--- config.mk ---
export PLATFORM = sky130hd
export DESIGN_NAME = cmp_arbiter
export DESIGN_NICKNAME = d
export VERILOG_FILES = /design/src/rtl/cmp_arbiter.sv
export SDC_FILE = /design/constraint.sdc
export NUM_CORES = 1
export LEC_CHECK = 0
export ABC_CLOCK_PERIOD_IN_PS = 2200
export CAP_MARGIN = 15
export CORE_MARGIN = 1
export CORE_UTILIZATION = 62
export CTS_BUF_LIST = sky130_fd_sc_hd__clkbuf_16
export CTS_CLUSTER_SIZE = 14
export DETAILED_ROUTE_END_ITERATION = 6
export DONT_BUFFER_PORTS = 1
export PLACE_DENSITY = 0.76
export SLEW_MARGIN = 15
export SYNTH_ARGS = -nofsm -noshare
export SYNTH_HDL_FRONTEND = slang
export SYNTH_SLANG_ARGS = --single-unit
--- constraint.sdc ---
create_clock -name clk -period 2.2 [get_ports clk]
set_input_delay 0.22 -clock clk [delete_from_list [all_inputs] [get_ports clk]]
set_output_delay 0.22 -clock clk [all_outputs]
set_load 0.005 [all_outputs]
--- src/rtl/cmp_arbiter.sv ---
// cmp_arbiter: four-requester round-robin arbiter that runs one unsigned
// 4-bit magnitude compare for the granted requester, four cycles per op.
//
// Ports:
//   clk        rising-edge clock
//   rst        synchronous active-high reset
//   req[3:0]   compare request, bit i = requester i
//   a_in[15:0] operand A, requester i on bits [4i+3:4i]
//   b_in[15:0] operand B, same packing as a_in
//   gnt[3:0]   registered one-hot grant, held GRANT..DONE
//   busy       high whenever the FSM is not IDLE
//   done       one-cycle pulse, gt/eq/lt valid for granted requester
//   gt/eq/lt   registered A>B, A==B, A<B of the last compare
//   cmp_count  8-bit completed-compare counter, wraps 255->0
//              (present only when CMP_ARB_STATS_EN is defined)
//
// Build option: define CMP_ARB_STATS_EN to add the cmp_count port.

module cmp_arbiter (
   input  logic        clk,
   input  logic        rst,
   input  logic [3:0]  req,
   input  logic [15:0] a_in,
   input  logic [15:0] b_in,
   output logic [3:0]  gnt,
   output logic        busy,
   output logic        done,
   output logic        gt,
   output logic        eq,
   output logic        lt
`ifdef CMP_ARB_STATS_EN
   ,
   output logic [7:0]  cmp_count
`endif
);

   typedef enum logic [1:0] {
      S_IDLE,
      S_GRANT,
      S_COMPARE,
      S_DONE
   } state_t;

   state_t      state_q, state_d;
   logic [3:0]  gnt_q, gnt_d;
   logic        done_q, done_d;
   logic        gt_q, gt_d;
   logic        eq_q, eq_d;
   logic        lt_q, lt_d;
   logic [1:0]  last_q, last_d;
   logic [1:0]  win_q, win_d;
   logic [3:0]  a_q, a_d;
   logic [3:0]  b_q, b_d;
`ifdef CMP_ARB_STATS_EN
   logic [7:0]  cnt_q, cnt_d;
`endif

   // Round-robin pick: scan from last+1 upward, wrapping 3->0, so the
   // most recently served requester is considered last.
   logic [1:0]  pick;
   logic [1:0]  idx;
   logic        found;

   always_comb begin
      pick  = last_q + 2'd1;
      idx   = 2'd0;
      found = 1'b0;
      for (int k = 0; k < 4; k++) begin
         idx = last_q + 2'(k + 1);
         if (!found && req[idx]) begin
            found = 1'b1;
            pick  = idx;
         end
      end
   end

   always_comb begin
      state_d = state_q;
      gnt_d   = gnt_q;
      done_d  = done_q;
      gt_d    = gt_q;
      eq_d    = eq_q;
      lt_d    = lt_q;
      last_d  = last_q;
      win_d   = win_q;
      a_d     = a_q;
      b_d     = b_q;
`ifdef CMP_ARB_STATS_EN
      cnt_d   = cnt_q;
`endif
      unique case (state_q)
         S_IDLE: begin
            if (|req) begin
               state_d = S_GRANT;
               gnt_d   = 4'b0001 << pick;
               win_d   = pick;
               a_d     = a_in[4*pick +: 4];
               b_d     = b_in[4*pick +: 4];
            end else begin
               gnt_d   = 4'b0000;
            end
         end
         S_GRANT: begin
            state_d = S_COMPARE;
            gt_d    = (a_q >  b_q);
            eq_d    = (a_q == b_q);
            lt_d    = (a_q <  b_q);
         end
         S_COMPARE: begin
            state_d = S_DONE;
            done_d  = 1'b1;
            last_d  = win_q;
`ifdef CMP_ARB_STATS_EN
            cnt_d   = cnt_q + 8'd1;
`endif
         end
         S_DONE: begin
            state_d = S_IDLE;
            gnt_d   = 4'b0000;
            done_d  = 1'b0;
         end
         default: begin
            state_d = S_IDLE;
            gnt_d   = 4'b0000;
            done_d  = 1'b0;
         end
      endcase
   end

   // last resets to 3 so requester 0 holds first priority.
   always_ff @(posedge clk) begin
      if (rst) begin
         state_q <= S_IDLE;
         gnt_q   <= 4'b0000;
         done_q  <= 1'b0;
         gt_q    <= 1'b0;
         eq_q    <= 1'b0;
         lt_q    <= 1'b0;
         last_q  <= 2'd3;
         win_q   <= 2'd0;
         a_q     <= 4'd0;
         b_q     <= 4'd0;
`ifdef CMP_ARB_STATS_EN
         cnt_q   <= 8'd0;
`endif
      end else begin
         state_q <= state_d;
         gnt_q   <= gnt_d;
         done_q  <= done_d;
         gt_q    <= gt_d;
         eq_q    <= eq_d;
         lt_q    <= lt_d;
         last_q  <= last_d;
         win_q   <= win_d;
         a_q     <= a_d;
         b_q     <= b_d;
`ifdef CMP_ARB_STATS_EN
         cnt_q   <= cnt_d;
`endif
      end
   end

   assign gnt  = gnt_q;
   assign busy = (state_q != S_IDLE);
   assign done = done_q;
   assign gt   = gt_q;
   assign eq   = eq_q;
   assign lt   = lt_q;
`ifdef CMP_ARB_STATS_EN
   assign cmp_count = cnt_q;
`endif

endmodule

# --- Yosys cells after proc, flatten, opt, wreduce, memory -nomap -nowiden ---
# Index checks and enable logic that the tools add are counted.
classes:
  n_div: 0
  n_eq_ne: 5
  bitwise_logic: 0
  n_lt_le_gt_ge: 6
  n_mul: 0
  n_addsub: 3
  mux: 19
  shifts: 3
  reduce_logical: 12
ops:
  columns: ["operator", "count"]
  rows:
  - ["16-bit by 5-bit variable part select with 4-bit output", 2]
  - ["2-bit by 3-bit < comparator with 1-bit output (second input constant)", 4]
  - ["1-bit binary-select mux with 2-bit select", 4]
  - ["2-bit two-way mux", 4]
  - ["2-bit case mux with 4 select lines", 1]
  - ["4-bit case mux with 2 select lines", 1]
  - ["1-bit two-way mux", 7]
  - ["2-bit nonzero test", 3]
  - ["2-bit adder (second input constant)", 2]
  - ["2-bit equality test (second input constant)", 2]
  - ["4-bit equality test", 1]
  - ["4-bit > comparator", 1]
  - ["4-bit < comparator", 1]
  - ["4-bit two-way mux", 1]
  - ["4-bit OR reduction", 1]
  - ["1-bit by 2-bit left shift with 4-bit output (first input constant)", 1]
  - ["1-bit logical AND", 3]
  - ["1-bit logical NOT", 3]
  - ["2-bit by 1-bit adder with 2-bit output (second input constant)", 1]
  - ["2-bit by 1-bit equality test with 1-bit output (second input constant)", 1]
  - ["2-bit logical NOT", 1]
  - ["2-bit inequality test (second input constant)", 1]
  - ["1-bit case mux with 2 select lines", 1]
  - ["2-bit AND reduction", 1]
word_totals:
  mem_count: 0
  rom_bits: 0
  input_bits: 38
  ram_bits: 0
  regBits: 22
  latch_bits: 0

# --- Longest topological paths before layout ---
depth:
  word_depth: 16
  ltp_mapped: 8

# --- Worst setup path after synthesis ---
# No wires, ideal clock.
synth_path:
  kind: "reg2reg"
  startpoint: "register state_q[0]"
  endpoint: "register gnt_q[1], in the netlist gnt[1]"
  path_buffers: 0
  path_stages_with_launch: 6
  t_arrival_ps: 1527
  required_ps: 2129
  setup_slack_ps: 602
  cell_sequence: "dfxtp_1 inv_1 ha_1 nor3_1 or3b_1 a21oi_1"
synth_via:
  elab_chain_cells: 2
synth_lines:
  columns: ["item", "line_no", "source"]
  rows:
  - ["start: declaration", "44", "state_t state_q, state_d;"]
  - ["start signal: assignment", "147", "state_q <= state_d;"]
  - ["2-bit equality test / 2-bit logical NOT (equally long branches)", "91", "unique case (state_q)"]
  - ["4-bit case mux with 2 select lines / 2-bit nonzero test (equally long branches)", null, null]
  - ["end signal: assignment", "148", "gnt_q <= gnt_d;"]
  - ["end: declaration", "45", "logic [3:0] gnt_q, gnt_d;"]
# Several ways; a longest one is shown, not always the timed one.
# A chain may end at the register's enable or synchronous reset.

# --- Worst setup path after layout ---
# Same ends and word-level chain as after synthesis.

==> summary by stage <==
Status
The run finished with clean final reports.

Clock network
The number of H-tree branching levels is 1. The number of buffers inserted by hold repair at cts is 0. After clock tree synthesis, the clock-pin slew on the worst setup and hold paths is 0.06 ns. Once the clock tree was built, the resizer swapped 0 gates to a different size.

The count of buffers added by post-CTS timing repair for setup is 0. The maximum buffer depth of the clock tree is 2. The clock tree from TritonCTS is done. The clock tree root driver cell is clkbuf_16.

The clock network latency to the later pin of the worst-skew pair is 0.26 ns. The clock drives 22 sinks. The clock buffer count from CTS is 3.

Critical path
The worst setup path is launched from a flop. The data required time at the worst endpoint is 2.39 ns. The critical path start-end classification is reg -> reg.

STA classifies the critical path endpoint as a flop. The worst register-to-register path has a depth of 5. At the worst endpoint, the arrival time is 1.95 ns. Along the worst path, the maximum fanout reaches 6.

Cells and area
The fraction of layout cells with a size suffix above 1 is 14.8%. Counting the fill cells in the layout gives 142. The net count of the finished layout is 182. The sequential cell area is 440 µm². The number of antenna repair diodes is 0. The multi-input combinational cell area is 828 µm². The synthesis-to-layout area growth is 9.31%. The final standard cell area without fillers is 1470 µm².

Drt
For this run, design rule violations remaining after detail routing come to 0. The via count of the routed design is 1029. After detailed routing, the number of vias per cell comes to 6.35. The residual antenna-violating net count after detailed routing is 0. In the final routed layout, each cell accounts on average for 16.1 µm. After detailed routing, the total wire length is 2600 µm. The first routing iteration left 14 violations. The number of search-and-repair iterations in the first detailed-routing pass is 4.

Placed design
The congestion estimate from routability-driven global placement came to 0.804. In this run the cell area measured after placement is 1360 µm². The count of input and output buffers is 0. The placement-stage worst setup slack is 0.472 ns. The detailed placer's ending HPWL is 1850 µm.

Synthesis
The biggest area contributor in the post-synthesis netlist is dfxtp_1. The netlist uses 36 different library cells. When the netlist entered floorplanning its net count stood at 182. The per-instance average area after synthesis is 9.88 µm².

The sequential-to-total area share from yosys stat is 32.8%. Sorting the synthesized cells by area gives the leading types as dfxtp_1 (33%), mux2i_1 (13%), o221ai_2 (8.9%), ha_1 (7.4%), nand3b_1 (5.6%). The synthesized design devotes to its leading area cell type 32.8% of total area. The most repeated cell in the gate-level netlist after synthesis is dfxtp_1.

For this run, the number of Yosys warnings is 0. The number of enable-type register cells in the synthesized netlist is 0. After synthesis the netlist holds a flip-flop and latch count of 22. By count the netlist is led by dfxtp_1 (22), mux2i_1 (17), inv_1 (11). For this run, asynchronously set or reset flops after synthesis account for 0%. In the synthesized netlist, the number of instances is 136. The synthesized netlist occupies a cell area of 1340 µm². The flip-flop cell with the highest count after synthesis is dfxtp_1.

Floorplanning
The die covers 2360 µm². The area inside the core boundary is 2000 µm². The I/O pin total is 47. The floorplan has 16 rows. From left edge to right edge, the die measures 48.6 µm. The die height is 48.6 µm. The starting utilization of the core area is 67.1%.

Pwr
The leakage power is 0.595 nW. Across the VDD grid, the largest voltage drop is 0.861 mV. The areal power density over the cells is 1280 nW/µm². The power after layout is 1.88 mW.

Global route
The global-route congestion overflow total is 0. The first global-routing pass estimated 4420 µm of wire. The initial antenna violation count is 0. For this run, the total global-route usage over all layers was measured as 24.0%. The number of global-route vias before repair is 997. Entering global routing, the biggest net connects 24 pins.

Timing
The final max-slew violation count is 0. The slew at the pin closest to its max-slew limit is 0.549 ns. The post-route fraction of the period consumed by the critical path is 79.9%. The relative max-transition margin is 63.1%. The number of setup violations in the final report is 0. In the post-route analysis, the smallest setup slack over all paths is 0.442 ns. The peak clock frequency supported by timing is 569 MHz. Setup repair after global routing left no endpoint under its margin. The clock skew is 0.00165 ns. The number of failing hold endpoints at the final stage was 0. For the finished layout, the period the worst path requires is 1.76 ns.

Summed over all failing endpoints, the final setup total negative slack is 0 ns.

Flow run
Max-cap violations in this run came to 0.

Worst hold path
Along the worst hold path, the cell count comes to 1. The path class of the tightest hold or removal check is in -> reg.
-- registers in the layout (all words and copies together) (netlist names) --
name     flops
a_q          4
gt           1
state_q      2
b_q          4
last_q       2
gnt          4
eq           1
done         1
win_q        2
lt           1
-- where the power goes --
| part | internal (mW) | switching, mW | leakage [nW] |
|---|---|---|---|
| combinational | 0.343 | 0.399 | 0.363 |
| sequential | 0.529 | 0.0962 | 0.181 |
| clock | 0.361 | 0.151 | 0.0511 |
-- logic make-up (layout without fill, tap and decap cells) --
family	count (synthesis)	count (layout)	share of synthesized area, %
compound gates	32	32	21.5
xor+xnor	1	1	0.652
fa+ha+maj	8	8	7.45
buf+inv	17	16	6.15
flops	22	22	32.8
mux	17	17	12.7
simple gates	39	39	18.8
-- area by class of cell --
cell class	count	area share (%)
inverters	11	2.81
flip-flops and latches	22	30.0
multi-input cells	97	56.4
well taps	27	2.30
clock inverters	1	2.04
clock buffers	3	5.11
repair buffers	1	1.36
-- routing by layer --
| metal | global-route usage (%) | routed length, µm | part of all wire (%) |
|---|---|---|---|
| met2 | 43.2 | 1350 | 52 |
| met4 | 7.84 | 21 | 0.81 |
| met5 | 0 | 0 | 0 |
| met1 | 28.3 | 1100 | 42 |
| met3 | 5.03 | 132 | 5.1 |
-- critical path, stage by stage (launching register included) --
cell	delay, ns
dfxtp_1	0.36
inv_1	0.09
ha_1	0.37
nor3_1	0.36
or3b_1	0.38
a21oi_1	0.13
-- through the flow --
stage	hold WS (ns)	util, %	std cells
global placement	0.292	68.1	158
floorplan	0.417	-	136
CTS	0.0254	73.4	162
finish	0.0298	73.4	162
detailed placement	0.295	68.1	158
global route	0.0190	73.4	162
-- worst paths after layout --
check	startpoint	to	slack, ns
setup / recovery	state_q[0]	gnt[1]	0.44
hold / removal	rst	gt	0.03
setup reg to reg	state_q[0]	gnt[1]	0.44
hold reg to reg	win_q[1]	last_q[1]	0.47
-- cell usage in the layout, fill, tap and decap left out, types with 2 or more instances in the layout --
master     instances
a21oi_1            7
a211o_1            2
clkbuf_16          3
mux2i_1           17
inv_1             11
ha_1               8
nor3_1             3
nand3b_1          10
nand2_1            5
a311oi_1           3
o22ai_1            2
o221ai_2           8
o21ai_0            2
nor2b_1            4
nor2_1             6
nand3_1            2
o21a_1             2
dfxtp_1           22
(Power assumes the default switching activity.)
